===== config.mk =====
export PLATFORM = sky130hd
export DESIGN_NAME = neuron_mac_stream_flat
export DESIGN_NICKNAME = d
export VERILOG_FILES = /design/src/rtl/neuron_pkg.sv /design/src/rtl/neuron_mac_stream_if.sv /design/src/rtl/neuron_mac_stream_lane_reduce.sv /design/src/rtl/neuron_mac_stream.sv /design/src/flat_wrapper.sv
export SDC_FILE = /design/constraint.sdc
export NUM_CORES = 2
export LEC_CHECK = 0
export CORE_MARGIN = 5
export CORE_UTILIZATION = 35
export CTS_CLUSTER_SIZE = 20
export DETAILED_ROUTE_END_ITERATION = 12
export GPL_TIMING_DRIVEN = 0
export PLACE_DENSITY = 0.52
export SKIP_CTS_REPAIR_TIMING = 1
export SKIP_LAST_GASP = 1
export SLEW_MARGIN = 20
export SYNTH_ARGS = -nofsm -noshare
export SYNTH_HDL_FRONTEND = slang
export SYNTH_SLANG_ARGS = --single-unit

===== constraint.sdc =====
create_clock -name CLK -period 69.5 [get_ports CLK]
set_input_delay 10.425 -clock CLK [delete_from_list [all_inputs] [get_ports CLK]]
set_output_delay 10.425 -clock CLK [all_outputs]
set_load 0.1 [all_outputs]

===== src/rtl/neuron_pkg.sv =====
// Shared types and arithmetic helpers for the streaming neuron MAC.
// Holds the FSM state enum, datapath width helpers and the saturating adder.
package neuron_pkg;

    typedef enum logic [1:0] {
        IDLE,
        ACCUM,
        DRAIN,
        DONE
    } state_t;

    function automatic int prod_width(input int w);
        return 2 * w;
    endfunction

    function automatic int lsum_width(input int w, input int lanes);
        return 2 * w + $clog2(lanes) + 1;
    endfunction

    localparam int PROD_WIDTH = prod_width(8);
    localparam int LSUM_WIDTH = lsum_width(8, 8);

    // Clamp a+b into a bw-bit signed range; valid for bw up to 62.
    function automatic logic signed [63:0] sat_add(
        input logic signed [63:0] a,
        input logic signed [63:0] b,
        input int                 bw
    );
        logic signed [63:0] s;
        logic signed [63:0] hi;
        logic signed [63:0] lo;
        s  = a + b;
        hi = (64'sd1 <<< (bw - 1)) - 64'sd1;
        lo = -hi - 64'sd1;
        if (s > hi) return hi;
        if (s < lo) return lo;
        return s;
    endfunction

endpackage


===== src/rtl/neuron_mac_stream_if.sv =====
// Beat input, bias/start and result handshake bundle of one neuron.
// The master drives stimulus; the slave is the neuron datapath.
interface neuron_mac_stream_if #(
    parameter int LANES         = 8,
    parameter int WEIGHTS_WIDTH = 8,
    parameter int BIAS_WIDTH    = 32
);
    logic                              START;
    logic signed [BIAS_WIDTH-1:0]      BIAS;
    logic                              IN_VALID;
    logic                              IN_READY;
    logic [LANES*WEIGHTS_WIDTH-1:0]    INPUTS;
    logic [LANES*WEIGHTS_WIDTH-1:0]    WEIGHTS;
    logic                              OUT_VALID;
    logic                              OUT_READY;
    logic signed [BIAS_WIDTH-1:0]      NEURON_OUT;
    logic                              BUSY;

    modport master (
        output START, BIAS, IN_VALID, INPUTS, WEIGHTS, OUT_READY,
        input  IN_READY, OUT_VALID, NEURON_OUT, BUSY
    );

    modport slave (
        input  START, BIAS, IN_VALID, INPUTS, WEIGHTS, OUT_READY,
        output IN_READY, OUT_VALID, NEURON_OUT, BUSY
    );
endinterface


===== src/rtl/neuron_mac_stream_lane_reduce.sv =====
// Combinational masked multiply and lane sum for one beat.
// Lanes past INPUT_SIZE in the final beat contribute zero.
module neuron_lane_reduce
    import neuron_pkg::*;
#(
    parameter int INPUT_SIZE    = 784,
    parameter int LANES         = 8,
    parameter int WEIGHTS_WIDTH = 8,
    parameter int CNT_WIDTH     = 7
) (
    input  logic [LANES*WEIGHTS_WIDTH-1:0]                    inputs,
    input  logic [LANES*WEIGHTS_WIDTH-1:0]                    weights,
    input  logic [CNT_WIDTH-1:0]                              beat,
    output logic signed [lsum_width(WEIGHTS_WIDTH, LANES)-1:0] lane_sum
);
    localparam int W  = WEIGHTS_WIDTH;
    localparam int PW = prod_width(W);
    localparam int LW = lsum_width(W, LANES);

    logic signed [W-1:0]  a;
    logic signed [W-1:0]  b;
    logic signed [PW-1:0] p;

    always_comb begin
        lane_sum = '0;
        a        = '0;
        b        = '0;
        p        = '0;
        for (int l = 0; l < LANES; l++) begin
            a = inputs[l*W +: W];
            b = weights[l*W +: W];
            p = a * b;
            if (int'(beat) * LANES + l < INPUT_SIZE)
                lane_sum = lane_sum + LW'(p);
        end
    end
endmodule


===== src/rtl/neuron_mac_stream.sv =====
// Streaming single-neuron MAC: lane-reduce stage, saturating accumulate, result handshake.
// Define NEURON_RELU_EN to clamp negative results to zero.
module neuron_mac_stream
    import neuron_pkg::*;
#(
    parameter int INPUT_SIZE    = 784,
    parameter int LANES         = 8,
    parameter int WEIGHTS_WIDTH = 8,
    parameter int BIAS_WIDTH    = 32
) (
    input logic                CLK,
    input logic                RESETN,
    neuron_mac_stream_if.slave bus
);
    localparam int NBEATS = (INPUT_SIZE + LANES - 1) / LANES;
    localparam int CW     = $clog2(NBEATS + 1);
    localparam int LW     = lsum_width(WEIGHTS_WIDTH, LANES);
    localparam logic [CW-1:0] LAST = CW'(NBEATS - 1);

    state_t                       state;
    logic signed [BIAS_WIDTH-1:0] acc;
    logic signed [BIAS_WIDTH-1:0] nout;
    logic signed [BIAS_WIDTH-1:0] acc_next;
    logic signed [BIAS_WIDTH-1:0] result;
    logic [CW-1:0]                beat_cnt;
    logic signed [LW-1:0]         lsum;
    logic signed [LW-1:0]         s1_sum;
    logic                         s1_vld;
    logic                         accept;

    neuron_lane_reduce #(
        .INPUT_SIZE   (INPUT_SIZE),
        .LANES        (LANES),
        .WEIGHTS_WIDTH(WEIGHTS_WIDTH),
        .CNT_WIDTH    (CW)
    ) u_reduce (
        .inputs  (bus.INPUTS),
        .weights (bus.WEIGHTS),
        .beat    (beat_cnt),
        .lane_sum(lsum)
    );

    assign accept   = bus.IN_VALID && (state == ACCUM);
    assign acc_next = BIAS_WIDTH'(sat_add(64'(acc), 64'(s1_sum), BIAS_WIDTH));

`ifdef NEURON_RELU_EN
    assign result = acc_next[BIAS_WIDTH-1] ? '0 : acc_next;
`else
    assign result = acc_next;
`endif

    assign bus.IN_READY   = (state == ACCUM);
    assign bus.OUT_VALID  = (state == DONE);
    assign bus.BUSY       = (state != IDLE);
    assign bus.NEURON_OUT = nout;

    always_ff @(posedge CLK) begin
        if (!RESETN) begin
            state    <= IDLE;
            acc      <= '0;
            nout     <= '0;
            beat_cnt <= '0;
            s1_sum   <= '0;
            s1_vld   <= 1'b0;
        end else begin
            case (state)
                IDLE: begin
                    if (bus.START) begin
                        acc      <= bus.BIAS;
                        beat_cnt <= '0;
                        s1_vld   <= 1'b0;
                        state    <= ACCUM;
                    end
                end
                ACCUM: begin
                    if (s1_vld) acc <= acc_next;
                    s1_vld <= accept;
                    if (accept) begin
                        s1_sum   <= lsum;
                        beat_cnt <= beat_cnt + CW'(1);
                        if (beat_cnt == LAST) state <= DRAIN;
                    end
                end
                // Last stage-1 sum lands here; the result register is loaded with it.
                DRAIN: begin
                    acc    <= acc_next;
                    nout   <= result;
                    s1_vld <= 1'b0;
                    state  <= DONE;
                end
                DONE: begin
                    if (bus.OUT_READY) state <= IDLE;
                end
                default: state <= IDLE;
            endcase
        end
    end
endmodule


===== src/flat_wrapper.sv =====
// flat-port wrapper written by rule: the top's interface ports become plain ports
module neuron_mac_stream_flat import neuron_pkg::*;
#(
    parameter int INPUT_SIZE    = 784,
    parameter int LANES         = 8,
    parameter int WEIGHTS_WIDTH = 8,
    parameter int BIAS_WIDTH    = 32
)
  (CLK, RESETN, bus_START, bus_BIAS, bus_IN_VALID, bus_INPUTS, bus_WEIGHTS, bus_OUT_READY, bus_IN_READY, bus_OUT_VALID, bus_NEURON_OUT, bus_BUSY);
  neuron_mac_stream_if #(.LANES(LANES), .WEIGHTS_WIDTH(WEIGHTS_WIDTH), .BIAS_WIDTH(BIAS_WIDTH)) bus_i ();
  input logic CLK;
  input logic RESETN;
  input wire logic [$bits(bus_i.START)-1:0] bus_START;
  input wire logic [$bits(bus_i.BIAS)-1:0] bus_BIAS;
  input wire logic [$bits(bus_i.IN_VALID)-1:0] bus_IN_VALID;
  input wire logic [$bits(bus_i.INPUTS)-1:0] bus_INPUTS;
  input wire logic [$bits(bus_i.WEIGHTS)-1:0] bus_WEIGHTS;
  input wire logic [$bits(bus_i.OUT_READY)-1:0] bus_OUT_READY;
  output wire logic [$bits(bus_i.IN_READY)-1:0] bus_IN_READY;
  output wire logic [$bits(bus_i.OUT_VALID)-1:0] bus_OUT_VALID;
  output wire logic [$bits(bus_i.NEURON_OUT)-1:0] bus_NEURON_OUT;
  output wire logic [$bits(bus_i.BUSY)-1:0] bus_BUSY;
  assign bus_i.START = bus_START;
  assign bus_i.BIAS = bus_BIAS;
  assign bus_i.IN_VALID = bus_IN_VALID;
  assign bus_i.INPUTS = bus_INPUTS;
  assign bus_i.WEIGHTS = bus_WEIGHTS;
  assign bus_i.OUT_READY = bus_OUT_READY;
  assign bus_IN_READY = bus_i.IN_READY;
  assign bus_OUT_VALID = bus_i.OUT_VALID;
  assign bus_NEURON_OUT = bus_i.NEURON_OUT;
  assign bus_BUSY = bus_i.BUSY;
  neuron_mac_stream #(.INPUT_SIZE(INPUT_SIZE), .LANES(LANES), .WEIGHTS_WIDTH(WEIGHTS_WIDTH), .BIAS_WIDTH(BIAS_WIDTH)) u_core (.CLK(CLK), .RESETN(RESETN), .bus(bus_i));
endmodule

==> metrics.md <==
| Metric | Value |
|---|---|
| Status | finished, final reports clean |
| Worst Clk Skew | 0.00912 ns |
| Post-Synth Adder-Cell Area | 0.562 |
| Starting Density | 0.353 |
| Avg Inst Size Synth | 9.16 sq um |
| Final WL | 78500 microns |
| ANT cells | 0 |
| Htree depth | 3 |
| WP data required | 69.74 ns |
| CP arrival | 39.75 ns |
| WL/cell | 15.7 microns |
| Final setup violation count | 0 |
| Netlist cell types | 76 |
| Clock transition at the registers of the reported paths | 0.06 ns |
| I/O Pins | 200 |
| Worst slew pin tran | 1.01 ns |
| Final nets | 4965 |
| Layout Area Growth over Synthesis | 11.7% |
| Fin cells | 4997 |
| Clock latency on the worst-skew pair | 0.35 ns |
| Yosys warns | 0 |
| XOR/XNOR Fraction of Synth Area | 0.0490 |
| CTS tree | yes |
| Vias per cell | 4.68 |
| Grt ovf | 0 |
| Fin crit period | 39.51 ns |
| Multiplexer share of the synthesized area | 0.00339 |
| Cell Area, Synth | 32500 sq um |
| Dpl cells | 4981 |
| Sequential area share after synthesis | 0.0579 |
| Min-Delay Path Class | reg2reg |
| Ys async rst share | 0 |
| CP dominant cell by count | fa_1 |
| All-Layer GR Usage | 0.163 |
| Fillers | 9522 |
| Chip width | 315 microns |
| Most common cell after layout, fill and taps aside | inv_1 |
| Hold Fails Final Rpt | 0 |
| TritonCTS Buffers | 9 |
| Initial DRC Count | 931 |
| Share of cells above drive strength 1 | 0.0109 |
| Cell count after synthesis | 3548 |
| Unrepaired setup endpoints after global routing | no |
| Kind of end point of the critical path | flip-flop |
| Worst setup SP type | primary input |
| Row count | 111 |
| Critical path's slowest cell | clkdlybuf4s50_1 |
| Via count | 23400 |
| Simple-gate share of the synthesized area | 0.147 |
| Slew Limit Headroom | 0.322 |
| Antenna violations before repair | 2 |
| Die H | 315 microns |
| #FFs+latches synth | 94 |
| Synth Area in Compound Gates | 0.0869 |
| Core Area | 91900 sq um |
| Largest net degree at the start of global routing | 17 |
| First-pass GRT wire length | 132000 microns |
| Largest family of logic cells by synthesized area | adder cells |
| Full die area | 99000 sq um |
| Fin. max-slew vios | 0 |
| Commonest cells after routing, fill and taps aside | inv_1, fa_1, ha_1 |
| Max Cap Viol | 0 |
| GPL Wtd Cong | 0.848 |
| Clock Sinks | 94 |
| Drt drc | 0 |
| Root Buffer | clkbuf_16 |
| DPL Wire Length | 70200 microns |
| PortBufs | 190 |
| Main synth FF type | dfxtp_1 |
| Post-synth EDFFs | 0 |
| Fmax | 0.0253 GHz |
| Worst path max stage delay | 0.64 ns |
| Post-route ant nets | 0 |
| Router iterations before antenna repair | 6 |
| Setup TNS | 0 ns |
| Mapped Nets | 4764 |
| CP max FO | 8 |
| Setup CP Type | in2reg |
| Clk buf depth | 2 |
| Vias in the first global route | 25100 |
| Crit share post-route | 0.568 |
-- metal layers --
layer  vias up  track usage  part of all wire
li1      11500            -                 -
met1     11600        0.229              0.47
met2       326        0.283              0.48
met3        33       0.0169             0.034
met4         2       0.0166             0.011
met5         -            0           0.00017
-- stage by stage --
step | hold WS, ns | setup WS (ns) | util | area, sq um
2_1_floorplan | 0.436 | 32.07 | - | 32500
3_3_place_gp | 0.448 | 29.44 | 0.391 | 35900
3_5_place_dp | 0.444 | 29.37 | 0.391 | 35900
4_1_cts | 0.457 | 29.62 | 0.395 | 36300
5_1_grt | 0.480 | 28.31 | 0.395 | 36300
6_report | 0.456 | 29.99 | 0.395 | 36300
-- state kept, by name, indices dropped and copies added (netlist names) --
| signal | cells |
|---|---|
| u_core.acc | 32 |
| u_core.s1_vld | 1 |
| u_core.beat_cnt | 7 |
| u_core.state | 2 |
| u_core.s1_sum | 20 |
| u_core.bus.NEURON_OUT | 32 |
-- cell type report --
type / instances / area [sq um] / area share
timing repair buffer: 190 / 1900 / 0.0524
inverter: 744 / 2790 / 0.0770
tap: 1243 / 1560 / 0.0429
buffer: 66 / 267 / 0.00735
clock inverter: 6 / 93.8 / 0.00259
clock buffer: 10 / 239 / 0.00659
sequential: 94 / 1880 / 0.0519
multi-input combinational: 2644 / 27500 / 0.759
-- logic make-up (layout without fill, tap and decap cells) --
family          Yosys count  count (layout)
mux                      11              11
simple gates            960             960
buf+inv                 810            1016
fa+ha+maj              1062            1062
xor+xnor                177             177
flops                    94              94
compound gates          434             434
-- synth_stat cells, drive strengths merged (59+ instances only) --
master	n	area (sq um)
fa	664	13300
nand2b	69	439
a21oi	121	609
xnor2	125	1090
and2	270	1690
clkbuf	59	221
inv	744	2790
dfxtp	94	1880
nor2	121	464
ha	387	4840
nand2	364	1370
o21ai	97	485
-- critical path: cells and delay by family --
family          cells  cell delay (ns)
compound gates     11             2.19
xor+xnor           17             3.17
fa+ha+maj          46            20.23
buf+inv            18             1.52
simple gates       16             2.22
-- final timing paths --
kind	from	cells past startpoint	endpoint	slack, ns
hold reg to reg	u_core.bus.NEURON_OUT[0]	2	u_core.bus.NEURON_OUT[0]	0.46
setup / recovery	bus_INPUTS[7]	108	u_core.s1_sum[19]	29.99
hold / removal	u_core.bus.NEURON_OUT[0]	2	u_core.bus.NEURON_OUT[0]	0.46
setup reg to reg	u_core.beat_cnt[2]	93	u_core.s1_sum[19]	41.18
Power is left out: the tool's default activity adds up to more than one toggle a clock period on the data nets, which glitch-free logic cannot reach.
